**config.mk**
```make
export PLATFORM = sky130hd
export DESIGN_NAME = muldiv_unit
export DESIGN_NICKNAME = d
export VERILOG_FILES = /design/src/rtl/muldiv_unit_pkg.sv /design/src/rtl/muldiv_step.sv /design/src/rtl/muldiv_unit.sv
export SDC_FILE = /design/constraint.sdc
export NUM_CORES = 1
export LEC_CHECK = 0
export CAP_MARGIN = 20
export CORE_AREA = 2 2 171 173
export CTS_BUF_LIST = sky130_fd_sc_hd__clkbuf_2 sky130_fd_sc_hd__clkbuf_4 sky130_fd_sc_hd__clkbuf_8
export CTS_CLUSTER_DIAMETER = 30
export CTS_CLUSTER_SIZE = 20
export DETAILED_ROUTE_END_ITERATION = 7
export DIE_AREA = 0 0 173 175
export PLACE_DENSITY = 0.89
export SYNTH_ARGS = -nofsm -noshare
export SYNTH_HDL_FRONTEND = slang
export SYNTH_SLANG_ARGS = --single-unit
```
**constraint.sdc**
```tcl
create_clock -name clk -period 3.8 [get_ports clk]
set_clock_uncertainty 0.05 [all_clocks]
set_input_delay 0.38 -clock clk [delete_from_list [all_inputs] [get_ports clk]]
set_output_delay 0.38 -clock clk [all_outputs]
set_load 0.1 [all_outputs]
```
**src/rtl/muldiv_unit_pkg.sv**
```systemverilog
// Shared definitions for the iterative RV32M multiply/divide unit:
// funct3 operation codes, the OP funct7 selector and the control state encoding.
package muldiv_unit_pkg;

    localparam logic [6:0] FUNCT7_MULDIV = 7'b0000001;

    localparam logic [2:0] MULDIV_MUL    = 3'b000;
    localparam logic [2:0] MULDIV_MULH   = 3'b001;
    localparam logic [2:0] MULDIV_MULHSU = 3'b010;
    localparam logic [2:0] MULDIV_MULHU  = 3'b011;
    localparam logic [2:0] MULDIV_DIV    = 3'b100;
    localparam logic [2:0] MULDIV_DIVU   = 3'b101;
    localparam logic [2:0] MULDIV_REM    = 3'b110;
    localparam logic [2:0] MULDIV_REMU   = 3'b111;

    typedef enum logic [2:0] {
        MD_IDLE,
        MD_PREP,
        MD_CALC,
        MD_FIX,
        MD_DONE
    } md_state_e;

endpackage

```
**src/rtl/muldiv_step.sv**
```systemverilog
// Combinational radix-2^ITER_BITS step: shift-add multiply or restoring divide,
// built from ITER_BITS chained radix-2 stages on unsigned magnitudes.
module muldiv_step #(
    parameter int unsigned XLEN      = 32,
    parameter int unsigned ITER_BITS = 1
) (
    input  logic [XLEN-1:0] acc,
    input  logic [XLEN-1:0] operand,
    input  logic [XLEN-1:0] addend,
    input  logic            div_mode,
    output logic [XLEN-1:0] acc_next,
    output logic [XLEN-1:0] operand_next
);

    logic [XLEN:0] trial;

    always_comb begin
        acc_next     = acc;
        operand_next = operand;
        trial        = '0;
        for (int i = 0; i < int'(ITER_BITS); i++) begin
            if (div_mode) begin
                // acc is the partial remainder, operand shifts dividend out / quotient in
                trial = {acc_next, operand_next[XLEN-1]} - {1'b0, addend};
                if (!trial[XLEN]) begin
                    acc_next = trial[XLEN-1:0];
                end else begin
                    acc_next = {acc_next[XLEN-2:0], operand_next[XLEN-1]};
                end
                operand_next = {operand_next[XLEN-2:0], ~trial[XLEN]};
            end else begin
                // {acc, operand} is the product register; operand LSB is the multiplier bit
                trial = operand_next[0] ? ({1'b0, acc_next} + {1'b0, addend}) : {1'b0, acc_next};
                operand_next = {trial[0], operand_next[XLEN-1:1]};
                acc_next     = trial[XLEN:1];
            end
        end
    end

endmodule

```
**src/rtl/muldiv_unit.sv**
```systemverilog
// Iterative RV32M multiply/divide unit with valid/ready handshakes and kill.
// Define MULDIV_REUSE_EN to keep the last full result and answer matching requests at once.
module muldiv_unit
    import muldiv_unit_pkg::*;
#(
    parameter int unsigned XLEN      = 32,
    parameter int unsigned ITER_BITS = 1
) (
    input  logic            clk,
    input  logic            rst_n,
    input  logic            in_valid,
    output logic            in_ready,
    input  logic [2:0]      funct3,
    input  logic [XLEN-1:0] busA,
    input  logic [XLEN-1:0] busB,
    input  logic            kill,
    output logic            out_valid,
    input  logic            out_ready,
    output logic [XLEN-1:0] busC,
    output logic            busy
);

    localparam int unsigned NSTEPS = XLEN / ITER_BITS;
    localparam int unsigned CW     = $clog2(NSTEPS);

    md_state_e       state;
    logic [2:0]      op;
    logic [XLEN-1:0] op_a, op_b;
    logic [XLEN-1:0] acc, opnd, addend;
    logic            neg_res, neg_rem;
    logic [CW-1:0]   cnt;

    logic            is_div, sign_a_op, sign_b_op, sa, sb, b_zero, ovf;
    logic [XLEN-1:0] abs_a, abs_b;
    logic [XLEN-1:0] step_acc, step_opnd;
    logic [2*XLEN-1:0] prod;
    logic [XLEN-1:0] quo, rem, fix_result;
    logic            hit;
    logic [XLEN-1:0] hit_result;

    assign is_div    = op[2];
    assign sign_a_op = (op == MULDIV_MULH) || (op == MULDIV_MULHSU) ||
                       (op == MULDIV_DIV)  || (op == MULDIV_REM);
    assign sign_b_op = (op == MULDIV_MULH) || (op == MULDIV_DIV) || (op == MULDIV_REM);
    assign sa        = sign_a_op & op_a[XLEN-1];
    assign sb        = sign_b_op & op_b[XLEN-1];
    assign abs_a     = sa ? -op_a : op_a;
    assign abs_b     = sb ? -op_b : op_b;
    assign b_zero    = (op_b == '0);
    assign ovf       = is_div && !op[0] && (op_a == {1'b1, {(XLEN-1){1'b0}}}) && (op_b == '1);

    muldiv_step #(
        .XLEN      (XLEN),
        .ITER_BITS (ITER_BITS)
    ) u_step (
        .acc          (acc),
        .operand      (opnd),
        .addend       (addend),
        .div_mode     (is_div),
        .acc_next     (step_acc),
        .operand_next (step_opnd)
    );

    assign prod = neg_res ? -{acc, opnd} : {acc, opnd};
    assign quo  = neg_res ? -opnd : opnd;
    assign rem  = neg_rem ? -acc : acc;

    always_comb begin
        if (is_div) begin
            fix_result = op[1] ? rem : quo;
        end else begin
            fix_result = (op == MULDIV_MUL) ? prod[XLEN-1:0] : prod[2*XLEN-1:XLEN];
        end
    end

`ifdef MULDIV_REUSE_EN
    logic              entry_valid;
    logic [2*XLEN-1:0] entry_data;
    logic [2*XLEN-1:0] fix_full;
    logic              tag_match;

    assign fix_full = is_div ? {quo, rem} : prod;

    // op/op_a/op_b double as the entry's tag and operands: a hit never overwrites them
    always_comb begin
        if (funct3[2]) begin
            tag_match  = op[2] && (op[0] == funct3[0]);
            hit_result = funct3[1] ? entry_data[XLEN-1:0] : entry_data[2*XLEN-1:XLEN];
        end else begin
            tag_match  = !op[2] && ((funct3 == MULDIV_MUL) || (funct3 == op));
            hit_result = (funct3 == MULDIV_MUL) ? entry_data[XLEN-1:0]
                                                : entry_data[2*XLEN-1:XLEN];
        end
        hit = entry_valid && tag_match && (busA == op_a) && (busB == op_b);
    end

    always_ff @(posedge clk or negedge rst_n) begin
        if (!rst_n) begin
            entry_valid <= 1'b0;
            entry_data  <= '0;
        end else if (kill) begin
            entry_valid <= 1'b0;
        end else if (state == MD_IDLE && in_valid && !hit) begin
            entry_valid <= 1'b0;
        end else if (state == MD_FIX) begin
            entry_valid <= 1'b1;
            entry_data  <= fix_full;
        end
    end
`else
    assign hit        = 1'b0;
    assign hit_result = '0;
`endif

    assign in_ready = (state == MD_IDLE);
    assign busy     = (state != MD_IDLE);

    always_ff @(posedge clk or negedge rst_n) begin
        if (!rst_n) begin
            state     <= MD_IDLE;
            op        <= '0;
            op_a      <= '0;
            op_b      <= '0;
            acc       <= '0;
            opnd      <= '0;
            addend    <= '0;
            neg_res   <= 1'b0;
            neg_rem   <= 1'b0;
            cnt       <= '0;
            out_valid <= 1'b0;
            busC      <= '0;
        end else if (kill) begin
            state     <= MD_IDLE;
            out_valid <= 1'b0;
        end else begin
            case (state)
                MD_IDLE: begin
                    if (in_valid) begin
                        if (hit) begin
                            busC      <= hit_result;
                            out_valid <= 1'b1;
                            state     <= MD_DONE;
                        end else begin
                            op    <= funct3;
                            op_a  <= busA;
                            op_b  <= busB;
                            state <= MD_PREP;
                        end
                    end
                end
                MD_PREP: begin
                    neg_res <= (sa ^ sb) && !(is_div && b_zero);
                    neg_rem <= sa;
                    // Special cases preload acc/opnd so FIX's generic sign logic yields the result
                    if (is_div && b_zero) begin
                        acc   <= abs_a;
                        opnd  <= '1;
                        state <= MD_FIX;
                    end else if (ovf) begin
                        acc   <= '0;
                        opnd  <= abs_a;
                        state <= MD_FIX;
                    end else begin
                        acc    <= '0;
                        opnd   <= is_div ? abs_a : abs_b;
                        addend <= is_div ? abs_b : abs_a;
                        cnt    <= CW'(NSTEPS - 1);
                        state  <= MD_CALC;
                    end
                end
                MD_CALC: begin
                    acc  <= step_acc;
                    opnd <= step_opnd;
                    if (cnt == '0) begin
                        state <= MD_FIX;
                    end else begin
                        cnt <= cnt - 1'b1;
                    end
                end
                MD_FIX: begin
                    busC      <= fix_result;
                    out_valid <= 1'b1;
                    state     <= MD_DONE;
                end
                MD_DONE: begin
                    if (out_ready) begin
                        out_valid <= 1'b0;
                        state     <= MD_IDLE;
                    end
                end
                default: state <= MD_IDLE;
            endcase
        end
    end

endmodule

```
==> results.py, run 1 <==
metrics = {
    "cells_and_area": {
        "nNetsFinal": 2436,
        "diodes": 0,
        "syn2layout_area_growth_pct": 16.4,
        "layout.cells.non_filler": 2709,
        "seqCellArea_um2": 5160,
        "multi_input_area_um2": 11600,
        "fillers": 2163,
        "drive_gt1_share_pct": 13.7,
    },
    "min_path": {
        "min_from": "busA[18]",
        "min_to": "op_a[18]",
        "min_path_cells": 2,
        "hold_path.class": "in -> reg",
    },
    "worst_setup_path": {
        "r2r_setup_slack_ps": 160,
        "path_class": "reg -> reg",
        "endpoint_kind": "register",
        "path_cells": "inv_1 -> ha_1 -> or3b_4 -> or4b_4 -> or3_4 -> or3_1 -> nand3b_4 -> o31ai_2 -> o22a_1 -> a21oi_1 -> o22a_1",
        "r2r-end": "busC[24]",
        "cp.arrival_ps": 4050,
        "cp_common_cell": "o22a_1",
        "start_kind": "register",
        "crit_path_top_delay_cell": "or4b_4",
        "path_max_fanout": 7,
        "required_ps": 4210,
        "worstReg2RegStart": "acc[0]",
        "cpPeakStageDelay_ps": 540,
        "reg2reg_depth": 11,
    },
    "synthesis": {
        "yosysTopAreaCell": "dfrtp_1",
        "synth_xor_area_share_pct": 9.29,
        "synth_fp_nets": 2333,
        "synth_ff_type": "dfrtp_1",
        "synthAdderAreaFrac_pct": 5.27,
        "synth.area.top_cells": "dfrtp_1 (29%), mux2_2 (6.1%), a21oi_1 (5.5%)",
        "syn_avg_cell_area_um2": 8.05,
        "async_flop_share_pct": 100,
        "synth_edf_count": 0,
        "synth_simple_gate_area_share_pct": 18.0,
        "synth_mux_area_share_pct": 8.77,
        "synth-seq-area-share_pct": 29.3,
        "synth_compound_area_share_pct": 24.6,
        "syn_inst": 2188,
        "ys.warnings.count": 0,
        "ys_types": 89,
        "ys_ff_latch": 206,
        "synth_top_family_by_area": "compound AO/OA/AOI/OAI gates",
        "netlist.area_leader.share_pct": 29.3,
        "netlist_area_um2": 17600,
    },
    "global_routing": {
        "grt_pass1_vias": 17500,
        "grt.total_usage_pct": 41.7,
        "grt_remaining_overflow": 0,
        "antenna_found_initial": 1,
        "grt_start_max_net_pins": 162,
        "grt_pass1_wl_um": 99500,
    },
    "routing": {
        "drc": 0,
        "firstDrtPassIters": 6,
        "wl_um": 64400,
        "route.vias.total": 18400,
        "viasPerCell": 6.81,
        "drtIter0Drc": 2553,
        "postRouteAntennaNets": 0,
        "wl_per_cell_um": 23.8,
    },
    "pwr": {
        "pwr_density_cell_nw_per_um2": 980,
        "power.share.switching_pct": 53.5,
        "combPwrFrac_pct": 65.5,
        "p_switching_w": 0.0108,
        "ir_drop_mv": 0.587,
        "clkPwrFrac_pct": 14.1,
        "seq_power_share_pct": 20.4,
        "p_int_w": 0.00934,
        "p_leak_nw": 8.68,
    },
    "sta": {
        "max_freq_mhz": 275,
        "fin_crit_sh_pct": 95.8,
        "fin_crit_ps": 3640,
        "maxSlewViolCount": 0,
        "hold_violations": 0,
        "finalSetupTns_ps": 0,
        "max_slew_margin_pct": 27.2,
        "worstMarginPinSlew_ps": 1090,
        "rsz0062_at_grt": "no",
        "setup_viol": 0,
    },
    "floorplan": {
        "row_count": 62,
        "io_pins": 107,
        "die_area_um2": 30300,
        "die_x_um": 173,
        "die_h_um": 175,
        "coreArea_um2": 28400,
        "start_util_pct": 62.0,
    },
    "place": {
        "hpwlAfterDp_um": 47900,
        "placed_cells": 2626,
        "place_congestion": 1.03,
        "portBuffers": 106,
    },
    "clocking": {
        "cts_tree": "built",
        "worstSkewPairLatency_ps": 610,
        "cts-root-buf": "clkbuf_8",
        "clock_path_buffers": 3,
        "cts_buffers": 45,
        "clock_sinks": 206,
        "cts_max_level": 2,
        "path_clk_slew_ps": 70,
    },
    "status": {
        "status": "finished, final reports clean",
    },
    "job": {
        "cap_violations": 0,
    },
}
## power by group through the flow
| stage | clock, W | sequential, W | combinational (W) |
|---|---|---|---|
| after floorplan | 0 | 0.00467 | 0.00795 |
| after global placement | 0 | 0.00399 | 0.0124 |
| after detailed placement | 0 | 0.00405 | 0.0126 |
| after CTS | 0.00283 | 0.00402 | 0.0127 |
| after global routing | 0.00295 | 0.00417 | 0.0140 |
| final | 0.00284 | 0.00409 | 0.0132 |
## through the flow
step                      hold slack [ps]  worst slack (ps)  utilization [%]  power (W)  instance area, um^2
after floorplan                      34.4               332                -     0.0126                17600
after global routing                  332              26.1             72.2     0.0211                20500
after detailed placement              410              82.8             68.4     0.0166                19400
after global placement                403               228             68.4     0.0164                19400
final                                 327               159             72.2     0.0201                20500
after CTS                             318              54.2             72.1     0.0195                20500
## critical path, delay by kind of cell, from the launching register on
family / cells / cell delay (ps)
AND/OR/NAND/NOR: 5 / 1920
buffers and inverters: 1 / 150
flip-flops: 1 / 440
AO/OA/AOI/OAI: 4 / 710
adder cells (fa/ha/maj): 1 / 210
## cells by family (layout without fill, tap and decap cells)
family,count (synthesis),after routing
DFF,206,206
muxes,142,142
adders and majority gates,73,73
and+or+nand+nor,658,658
buffers and inverters,223,360
AOI/OAI and AO/OA,700,700
xor gates and xnor gates,186,186
## cell usage after synthesis (all sizes together) (70+ instances only)
cell type and number:
xor2 99, mux2 99, ha 71, nor2 170, nand2 223, clkbuf 129, o21ai 212, a21oi 194
inv 70, dfrtp 206, xnor2 87
## state kept, by name (all words and copies together), names as in the netlist
signal / flops
acc: 32
addend: 32
busC: 32
cnt: 5
neg_rem: 1
neg_res: 1
op: 3
op_a: 32
op_b: 32
opnd: 32
out_valid: 1
state: 3
## cell usage in the layout (no fill, tap or decap), types with 10 or more instances in the layout
cell	instances
nand2_1	223
dfrtp_1	205
a21oi_1	194
o21ai_0	173
nor2_1	169
clkdlybuf4s50_1	105
xor2_1	98
buf_4	97
mux2_2	96
xnor2_1	87
ha_1	71
inv_1	70
clkbuf_8	53
o22ai_1	44
mux2i_1	43
nor3_1	42
o21ai_1	36
or3_1	34
a21o_1	31
nand3_1	30
o31ai_1	29
a31oi_1	26
a211oi_1	25
nand2b_1	23
or4_1	20
nand4_1	20
nor2b_1	18
nor4_1	15
o221ai_1	13
o211ai_1	13
o41ai_1	12
o21a_1	11
a221oi_1	11
and3_1	10
o22a_1	10
## what timing repair did
| item | CTS | global route |
|---|---|---|
| setup buffers | 0 | 0 |
| hold endpoints to repair | 98 | 0 |
| endpoints found under the setup margin | 0 | 21 |
| resized for setup | 0 | 3 |
| hold buffers | 1 | 0 |
## worst max path at each step
stage,start,end,slack (ps),cells after the start
floorplan,acc[26],acc[17],330,12
global placement,opnd[31],acc[2],230,13
detailed placement,opnd[31],acc[18],80,13
CTS,opnd[31],acc[6],50,13
global route,acc[0],busC[24],30,11
finish,acc[0],busC[24],160,11
## layout make-up
type	count	share of cell area (%)
well taps	384	2.34
clock buffers	55	3.60
flip-flops and latches	206	25.2
multi-input cells	1759	56.8
clock inverters	26	1.53
repair buffers	209	9.28
inverters	70	1.28
## metal layers
| layer | share of wire, % | wire length [um] | track usage [%] | vias to the layer above |
|---|---|---|---|---|
| met4 | 6.9 | 4430 | 24.4 | 2 |
| met2 | 44 | 28200 | 64.6 | 1318 |
| met1 | 38 | 24200 | 53.7 | 8671 |
| met5 | 0.017 | 11 | 0 | - |
| li1 | - | - | - | 8174 |
| met3 | 12 | 7500 | 9.33 | 283 |
Note: power is estimated with default switching activity, not from simulation.
==> run 2: changes to the inputs <==
==> config.mk (replaced) <==
export PLATFORM = sky130hd
export DESIGN_NAME = muldiv_unit
export DESIGN_NICKNAME = d
export VERILOG_FILES = /design/src/rtl/muldiv_unit_pkg.sv /design/src/rtl/muldiv_step.sv /design/src/rtl/muldiv_unit.sv
export SDC_FILE = /design/constraint.sdc
export NUM_CORES = 1
export LEC_CHECK = 0
export CAP_MARGIN = 20
export CORE_AREA = 3 3 173 175
export CTS_CLUSTER_DIAMETER = 30
export CTS_CLUSTER_SIZE = 20
export DETAILED_ROUTE_END_ITERATION = 7
export DIE_AREA = 0 0 176 178
export PLACE_DENSITY = 0.88
export SYNTH_ARGS = -nofsm -noshare
export SYNTH_HDL_FRONTEND = slang
export SYNTH_SLANG_ARGS = --single-unit
==> results.py, run 2 (synthesis gave the netlist of run 1 again) <==
metrics = {
    "floorplan": {
        "start_util_pct": 61.5,
        "die_area_um2": 31300,
        "row_count": 62,
        "die_x_um": 176,
        "io_pins": 107,
        "die_h_um": 178,
        "coreArea_um2": 28600,
    },
    "clocking": {
        "path_clk_slew_ps": 60,
        "cts_tree": "built",
        "cts_buffers": 43,
        "worstSkewPairLatency_ps": 560,
        "clock_path_buffers": 3,
        "cts-root-buf": "clkbuf_16",
        "cts_max_level": 2,
        "clock_sinks": 206,
    },
    "cells_and_area": {
        "fillers": 2048,
        "syn2layout_area_growth_pct": 18.1,
        "final_common_cell": "nand2_1",
        "finish.utilization_pct": 72.7,
        "diodes": 0,
        "final_cell_mix": "nand2_1 (223), dfrtp_1 (205), a21oi_1 (193)",
        "finish.instance_area_um2": 20800,
        "nNetsFinal": 2423,
        "drive_gt1_share_pct": 13.2,
    },
    "status": {
        "status": "finished, final reports clean",
    },
    "pwr": {
        "seq_power_share_pct": 19.6,
        "ir_drop_mv": 0.524,
        "p_int_w": 0.00994,
        "p_switching_w": 0.0110,
        "p_leak_nw": 8.80,
        "power.share.switching_pct": 52.5,
        "clkPwrFrac_pct": 18.1,
        "pwr_density_cell_nw_per_um2": 1010,
        "combPwrFrac_pct": 62.3,
    },
    "place": {
        "hpwlAfterDp_um": 47400,
        "place_congestion": 1.02,
        "portBuffers": 106,
        "placement.cell_area_um2": 19300,
    },
    "sta": {
        "fin_crit_ps": 3720,
        "finalSetupTns_ps": 0,
        "worstMarginPinSlew_ps": 1100,
        "holdWs_ps": 383,
        "hold_violations": 0,
        "maxSlewViolCount": 0,
        "rsz0062_at_grt": "no",
        "fin_crit_sh_pct": 97.8,
        "max_slew_margin_pct": 26.1,
        "max_freq_mhz": 269,
        "setup_viol": 0,
    },
    "routing": {
        "firstDrtPassIters": 6,
        "postRouteAntennaNets": 0,
        "wl_per_cell_um": 24.0,
        "drc": 0,
        "wl_um": 64800,
        "route.vias.total": 18500,
        "drtIter0Drc": 2730,
        "viasPerCell": 6.87,
    },
    "global_routing": {
        "use_met1_pct": 52.0,
        "grt.total_usage_pct": 40.6,
        "grt_util_met3_pct": 11.8,
        "grt.busiest_layer": "met2",
        "grt_start_max_net_pins": 102,
        "antenna_found_initial": 1,
        "grt_pass1_vias": 17600,
        "use_met2_pct": 61.0,
        "grt_remaining_overflow": 0,
        "grt_pass1_wl_um": 99400,
    },
    "min_path": {
        "hold_path.class": "in -> reg",
    },
    "worst_setup_path": {
        "path_max_fanout": 6,
        "required_ps": 4200,
        "start_kind": "register",
        "cp.arrival_ps": 4120,
        "path_class": "reg -> reg",
        "endpoint_kind": "register",
    },
    "job": {
        "cap_violations": 0,
    },
}
run 2: cell types whose count changed in the layout (fill, tap and decap cells not counted), moves of 2 or more:
cell       before  now
clkinv_8        1    3
clkinv_2        1    5
inv_8           2    4
clkinv_4        3    5
clkbuf_8       53    3
buf_12          5    2
buf_4          97   89
clkbuf_4        3    0
clkbuf_16       0   43
bufinv_16       4    2
run 2: path summary, 6_finish.rpt:
check	endpoint	cells after the start	from	slack, ps
worst max register to register	opnd[16]	10	op_a[0]	80
worst min register to register	busC[1]	2	busC[1]	420
min in group asynchronous	busC[10]	2	rst_n	460
worst max-delay path	opnd[16]	10	op_a[0]	80
worst min-delay path	op_b[24]	2	busB[24]	380
max in group asynchronous	addend[18]	3	rst_n	2250
run 2: critical path, cell delays in order (launching register included):
cell and delay (ps):
dfrtp_1 520, inv_1 130, ha_1 200, nand3b_1 150, or2_2 340, or3_1 400
o41ai_1 470, xnor2_1 290, mux2i_1 650, a221oi_1 220, a21o_1 200
run 2: through the flow:
| step | setup WS (ps) | cells | power (W) |
|---|---|---|---|
| 2_1_floorplan | 332 | 2188 | 0.0126 |
| 3_3_place_gp | 115 | 2616 | 0.0161 |
| 3_5_place_dp | 37.0 | 2616 | 0.0164 |
| 4_1_cts | 98.8 | 2697 | 0.0203 |
| 5_1_grt | 13.7 | 2697 | 0.0219 |
| 6_report | 81.9 | 2697 | 0.0209 |
run 2: area by class of cell:
cell class | instances | area (um^2) | area share [%]
inverter | 70 | 263 | 1.26
clock inverter | 35 | 378 | 1.82
multi-input combinational | 1759 | 11600 | 55.9
timing repair buffer | 198 | 1780 | 8.57
clock buffer | 45 | 1100 | 5.30
sequential | 206 | 5160 | 24.8
tap | 384 | 480 | 2.31
run 2: power by group through the flow:
stage / registers, W / clock network (W) / logic, W
global placement: 0.00397 / 0 / 0.0121
floorplan: 0.00467 / 0 / 0.00795
detailed placement: 0.00404 / 0 / 0.0123
CTS: 0.00403 / 0.00379 / 0.0125
global route: 0.00417 / 0.00390 / 0.0138
finish: 0.00410 / 0.00379 / 0.0130
run 2: repair_timing:
action                                  4_1_cts  5_1_grt
endpoints found under the setup margin        2       10
endpoints found under the hold margin        98        0
buffers inserted                              0        0
resized for setup                             1        2
hold buffers                                  1        0
run 2: per-layer routing:
| metal | vias up | share of wire (%) |
|---|---|---|
| met5 | - | 0.020 |
| li1 | 8162 | - |
| met1 | 8686 | 37 |
| met4 | 2 | 7.3 |
| met3 | 285 | 13 |
| met2 | 1383 | 43 |
